**src/rtl/sr_ctrl_pkg.sv**
```systemverilog
// sr_ctrl_pkg: op encodings and a one-hot to index helper for the flag arbiter
package sr_ctrl_pkg;
  localparam logic OP_RESET = 1'b0;
  localparam logic OP_SET = 1'b1;
  function automatic logic [31:0] onehot_to_idx(input logic [31:0] oh);
    logic [31:0] r;
    r = '0;
    for (int i = 0; i < 32; i++) r = oh[i] ? (r | 32'(i)) : r;
    return r;
  endfunction
endpackage

```
**src/rtl/rr_arbiter.sv**
```systemverilog
// rr_arbiter: combinational round-robin pick; ports req, ptr (start position) -> grant (one-hot), grant_valid
module rr_arbiter #(
  parameter int N = 4,
  parameter int PW = (N > 1) ? $clog2(N) : 1
) (
  input  logic [N-1:0]  req,
  input  logic [PW-1:0] ptr,
  output logic [N-1:0]  grant,
  output logic          grant_valid
);
  always_comb begin
    grant = '0;
    for (int i = 0; i < N; i++)
      if (grant == '0 && req[(int'(ptr) + i) % N]) grant[(int'(ptr) + i) % N] = 1'b1;
  end
  assign grant_valid = |req;
endmodule

```
**src/rtl/sr_flag_arbiter.sv**
```systemverilog
// sr_flag_arbiter: round-robin shared set/reset flag bank; ports clk, rst (async), clr_all, req/req_set/req_idx -> gnt, flags, flags_bar, busy [+ conflict, conflict_idx when SR_CONFLICT_DETECT_EN]
module sr_flag_arbiter
  import sr_ctrl_pkg::*;
#(
  parameter int NREQ = 4,
  parameter int NFLAG = 8,
  parameter int IDXW = $clog2(NFLAG)
) (
  input  logic                 clk,
  input  logic                 rst,
  input  logic                 clr_all,
  input  logic [NREQ-1:0]      req,
  input  logic [NREQ-1:0]      req_set,
  input  logic [NREQ*IDXW-1:0] req_idx,
  output logic [NREQ-1:0]      gnt,
  output logic [NFLAG-1:0]     flags,
  output logic [NFLAG-1:0]     flags_bar,
`ifdef SR_CONFLICT_DETECT_EN
  output logic                 conflict,
  output logic [IDXW-1:0]      conflict_idx,
`endif
  output logic                 busy
);
  localparam int PW = (NREQ > 1) ? $clog2(NREQ) : 1;
  logic [NREQ-1:0] elig, win;
  logic win_v;
  logic [PW-1:0] ptr, w;
  logic [IDXW-1:0] widx;
  logic [NFLAG-1:0] mask;
  // a requester granted last cycle sits out this cycle, so one handshake applies once
  assign elig = req & ~gnt;
  rr_arbiter #(.N(NREQ), .PW(PW)) u_arb (.req(elig), .ptr(ptr), .grant(win), .grant_valid(win_v));
  assign w = PW'(onehot_to_idx(32'(win)));
  assign widx = req_idx[int'(w)*IDXW +: IDXW];
  // an out-of-range index shifts the bit out, leaving an empty mask
  assign mask = NFLAG'(1) << widx;
  always_ff @(posedge clk or posedge rst)
    if (rst) begin
      flags <= '0;
      gnt <= '0;
      ptr <= '0;
    end else if (clr_all) begin
      flags <= '0;
      gnt <= '0;
    end else begin
      gnt <= win;
      if (win_v) begin
        ptr <= (int'(w) == NREQ - 1) ? '0 : w + 1'b1;
        flags <= (req_set[w] == OP_SET) ? (flags | mask) : (flags & ~mask);
      end
    end
  assign flags_bar = ~flags;
  assign busy = |elig;
`ifdef SR_CONFLICT_DETECT_EN
  logic cf;
  logic [IDXW-1:0] cidx;
  always_comb begin
    cf = 1'b0;
    cidx = '0;
    for (int i = 0; i < NREQ; i++)
      for (int j = i + 1; j < NREQ; j++)
        if (elig[i] && elig[j] && req_idx[i*IDXW +: IDXW] == req_idx[j*IDXW +: IDXW] &&
            req_set[i] != req_set[j] && int'(req_idx[i*IDXW +: IDXW]) < NFLAG) begin
          cidx = (!cf || req_idx[i*IDXW +: IDXW] < cidx) ? req_idx[i*IDXW +: IDXW] : cidx;
          cf = 1'b1;
        end
  end
  always_ff @(posedge clk or posedge rst)
    if (rst) begin
      conflict <= 1'b0;
      conflict_idx <= '0;
    end else begin
      conflict <= cf;
      conflict_idx <= cf ? cidx : conflict_idx;
    end
`endif
endmodule
```
**config.mk**
```make
export PLATFORM = sky130hd
export DESIGN_NAME = sr_flag_arbiter
export DESIGN_NICKNAME = d
export VERILOG_FILES = /design/src/rtl/sr_ctrl_pkg.sv /design/src/rtl/rr_arbiter.sv /design/src/rtl/sr_flag_arbiter.sv
export SDC_FILE = /design/constraint.sdc
export NUM_CORES = 1
export LEC_CHECK = 0
export CAP_MARGIN = 25
export CELL_PAD_IN_SITES_DETAIL_PLACEMENT = 2
export CELL_PAD_IN_SITES_GLOBAL_PLACEMENT = 2
export CORE_AREA = 5 5 60 101
export DETAILED_ROUTE_END_ITERATION = 16
export DIE_AREA = 0 0 65 106
export GPL_TIMING_DRIVEN = 0
export HOLD_SLACK_MARGIN = 0.02
export PLACE_DENSITY_LB_ADDON = 0.1
export SLEW_MARGIN = 20
export SYNTH_ARGS = -nofsm -noshare
export SYNTH_HDL_FRONTEND = slang
export SYNTH_SLANG_ARGS = --single-unit
export TNS_END_PERCENT = 10
```
**constraint.sdc**
```tcl
create_clock -name clk -period 9.8 [get_ports clk]
set_input_delay 2.94 -clock clk [delete_from_list [all_inputs] [get_ports clk]]
set_output_delay 2.94 -clock clk [all_outputs]
set_load 0.005 [all_outputs]
```
Word level (Yosys, flattened, before mapping)
Cells that the tools add are included.
{"block": "op_classes", "addsub": 4, "mul": 1, "order_cmp": 9, "eq_ne": 1, "shift": 2, "mux": 33, "n_bitwise": 13, "n_reduce_logical": 16}
{"operator": "$mux 8", "count": 3}
{"operator": "$mux 4", "count": 5}
{"operator": "$not 8->8", "count": 2}
{"operator": "$mux 1", "count": 13}
{"operator": "$logic_not 4->1", "count": 3}
{"operator": "$lt 3x4->1 const B", "count": 3}
{"operator": "$or 4x4->4", "count": 3}
{"operator": "$shiftx 12x5->3", "count": 1}
{"operator": "$bmux 1 s2", "count": 5}
{"operator": "$ge 3x1->1 const B", "count": 3}
{"operator": "$and 8x8->8", "count": 1}
{"operator": "$demux 1 s2", "count": 4}
{"operator": "$or 8x8->8", "count": 1}
{"operator": "$shl 1x3->8 const A", "count": 1}
{"operator": "$logic_and 1x1->1", "count": 7}
{"operator": "$lt 2x3->1 const B", "count": 2}
{"operator": "$mux 2", "count": 3}
{"operator": "$reduce_or 2->1", "count": 3}
{"operator": "$add 2x1->2 const B", "count": 2}
{"operator": "$add 2x2->2 const B", "count": 2}
{"operator": "$and 4x4->4", "count": 1}
{"operator": "$mul 2x2->4 const B", "count": 1}
{"operator": "$not 4->4", "count": 1}
{"operator": "$reduce_or 4->1", "count": 1}
{"operator": "6 further kinds", "count": 8}
{"block": "totals", "register_bits": 14, "inputBits": 23, "out_inout_bits": 21, "elab_cells": 82}

Logic depth before layout (Yosys ltp)
{"block": "logic_depth", "word_depth": 26, "mapped_depth": 13, "depth_no_buf": 11}

Modules after synthesis
A second synthesis with hierarchy kept.
{"block": "hier_totals", "cells_unflattened": 144, "hier_area_um2": 1413.9}
{"module": "sr_flag_arbiter", "n_inst": 1, "cells_per_inst": 90, "area_per_inst_um2": 882.1, "seq_area_each_um2": 350.3}
{"module": "rr_arbiter", "n_inst": 1, "cells_per_inst": 54, "area_per_inst_um2": 531.8, "seq_area_each_um2": 0.0}

Worst setup path after synthesis
Ideal clock, no wire load.
{"block": "synth_path", "path_kind": "input to output", "startpoint": "input port req[0]", "endpoint": "output port busy", "arrival_time_ps": 3309, "required_ps": 6860, "setup_slack_ps": 3551, "cell_stages": 2, "path_cell_list": "or2b_1 > nand4_1"}
{"block": "synth_between", "elab_chain_len": 2}
{"element": "from (decl)", "line": "sr_flag_arbiter.sv:12", "text": "input logic [NREQ-1:0] req,"}
{"element": "$and 4x4->4", "line": "sr_flag_arbiter.sv:31", "text": "assign elig = req & ~gnt;"}
{"element": "$reduce_or 4->1", "line": "sr_flag_arbiter.sv:53", "text": "assign busy = |elig;"}
{"element": "to (decl)", "line": "sr_flag_arbiter.sv:22", "text": "output logic busy"}
Every way passes these cells.

Worst setup path in the final report
Ends and elaborated chain as after synthesis.

==> impl_metrics.tcl <==
set metrics [dict create \
    max_freq_mhz 135 \
    io_pins 44 \
    rows 35 \
    grt_max_degree 15 \
    cts_buffers 3 \
    clk_path_buf_depth 2 \
    avgSynthCellArea_um2 9.32 \
    power_frac_comb 0.844 \
    path_cells "clkdlybuf4s50_1, or2b_1, nand4_1, clkdlybuf4s50_1" \
    synth_edf_count 0 \
    hold_class "reg2reg" \
    outcome "completed" \
    cts.sinks 14 \
    wl_per_cell_um 21.5 \
    gp_congestion 0.820 \
    crit_buf_inv 2 \
    relSlewSlack 0.559 \
    yosysSeqAreaShare 0.229 \
    dieWidth_um 65 \
    cp.required_ns 6.86 \
    portBuffers 42 \
    yosys_register_bits 14 \
    synth_cells 164 \
    final_area_um2 2060 \
    leakage_nw 0.826 \
    cts_tree "built" \
    syn-num-nets 195 \
    cp-start-kind "input pin" \
    crit_type "in2out" \
    post_cts_buffers 0 \
    drtAntennaViolNets 0 \
    finalCritPeriodShare 0.755 \
    place_area_um2 2020 \
    worst_pin_slew_ns 0.654 \
    layout_commonest_cell "clkdlybuf4s50_1" \
    viasPerCell 5.91 \
    cp_slowest_cell "clkdlybuf4s50_1" \
    clkLatencyLatePin_ns 0.24 \
    critical_path.max_fanout 5 \
    min_period_ns 7.40 \
    antenna_found_initial 0 \
    wirelength_mm 5.69 \
    finalSetupTns_ns 0 \
    stdcell_count 264 \
    power_density_nw_per_um2 467 \
    holdWs_ns 0.585 \
    start_util 0.293 \
    yosys.cell_types.count 54 \
    finClkSkew_ns 0.000562 \
    clk_pin_slew_worst_paths_ns 0.06 \
    overflow 0 \
    synth_warnings 0 \
    max_stage_delay_ns 0.57 \
    final_layout_size_suffix_gt1_frac 0.120 \
    fp.coreArea_um2 5210 \
    h-tree-depth 1 \
    cp_top_family "buffers and inverters" \
    grt.total_usage 0.172 \
    chipHeight_um 106 \
    hold_violations 0 \
    synthFlopType "dfrtp_1" \
    fin_nets 242 \
    cts_hold_buf 0 \
    dpl.cell_count 261 \
    ys_async_sr_fraction 1.00 \
    setup_slack_ns 2.40 \
    ir_drop_uv 203 \
    post_cts_resized 0 \
    drtIter0Drc 54 \
    cpMostUsedCell "clkdlybuf4s50_1" \
    utilization 0.395 \
    grt_pass1_wl_mm 9.32 \
    p_switching_uw 495 \
    arrival_ns 4.46 \
    cp-end-kind "output port" \
    root_buffer "clkbuf_8" \
    final_max_slew_viol_count 0 \
    die_area_um2 6890 \
    seqPwrFrac 0.106 \
    power.total_uw 962 \
    dpl_worst_slack_ns 2.38 \
    p_int_uw 467 \
    switching_share 0.514 \
    dr.pass1.iters 4 \
    drc 0 \
    vias 1561 \
    syn_area_um2 1530 \
    grt_pass1_vias 1861 \
    final_cell_mix "clkdlybuf4s50_1, dfrtp_1, inv_1, nand2_1, ha_1" \
    area_delta_synth_final_pct 34.7 \
    num-fill-cells 594 \
    diodes 0 \
    finalSetupViolCount 0 \
    max-cap-violations 0 \
    clkPwrFrac 0.049 \
    rsz0062_at_grt "no" \
    detailed_place_hpwl_mm 4.94 \
]
## flip-flops by register name (all words and copies together) (netlist names)
signal  flops
flags       8
gnt         4
ptr         2
## routing by layer
metal / wire, µm / vias up / track usage
met5: 0 / - / 0
met4: 134 / 0 / 0.0530
met3: 129 / 12 / 0.0211
met2: 3560 / 33 / 0.368
met1: 1860 / 789 / 0.154
li1: - / 727 / -
## area by class of cell
type                    instances  area [µm²]  area share
multi-input cells             131        1080       0.523
repair buffers                 42         420       0.204
flip-flops and latches         14         350       0.170
well taps                      55        68.8      0.0334
inverters                      14        52.6      0.0255
plain buffers                   5        48.8      0.0237
clock buffers                   3        41.3      0.0200
## worst register-to-register path, stage by stage (launching register included)
cell,delay [ns]
dfrtp_1,0.53
inv_2,0.17
ha_1,0.34
nor4_1,0.61
o211ai_2,0.23
and2_1,0.25
o2111a_1,0.23
a211oi_2,0.34
buf_6,0.19
mux2_1,0.33
a221o_1,0.37
buf_6,0.17
o311ai_1,0.26
o21ai_1,0.12
## path summary, 6_finish.rpt
check / cells after the start / slack [ns] / to / startpoint
hold reg to reg: 2 / 0.58 / flags[1] / flags[1]
setup reg to reg: 13 / 5.53 / flags[4] / ptr[0]
max in group asynchronous: 2 / 6.36 / ptr[0] / rst
min in group asynchronous: 2 / 3.07 / flags[7] / rst
hold / removal: 2 / 0.58 / flags[1] / flags[1]
setup / recovery: 4 / 2.40 / busy / req[0]
## power groups by stage
stage	logic [mW]	clock network [mW]	registers, mW
floorplan	0.570	0	0.0993
global placement	0.787	0	0.102
detailed placement	0.821	0	0.103
CTS	0.826	0.0493	0.102
global route	0.884	0.0529	0.106
finish	0.812	0.0476	0.102
## cells in the mapped netlist, types with 4 or more instances
| master | count | area [µm²] |
|---|---|---|
| a21oi_1 | 5 | 25.0 |
| buf_6 | 4 | 45.0 |
| dfrtp_1 | 14 | 350 |
| ha_1 | 8 | 100 |
| inv_1 | 13 | 48.8 |
| mux2i_1 | 4 | 40.0 |
| nand2_1 | 13 | 48.8 |
| nand3_1 | 6 | 30.0 |
| nor2_1 | 7 | 26.3 |
| nor2b_1 | 6 | 37.5 |
| nor3b_1 | 4 | 30.0 |
| o21ai_0 | 4 | 20.0 |
| o32ai_1 | 4 | 35.0 |
## cell families (layout without fill, tap and decap cells)
group,Yosys count,count (layout),synth area share
AND/OR/NAND/NOR,60,60,0.226
AO/OA/AOI/OAI,51,51,0.286
buffers and inverters,19,64,0.0663
flip-flops,14,14,0.229
multiplexers,12,12,0.127
adder cells (fa/ha/maj),8,8,0.0655
(Power assumes the default switching activity.)
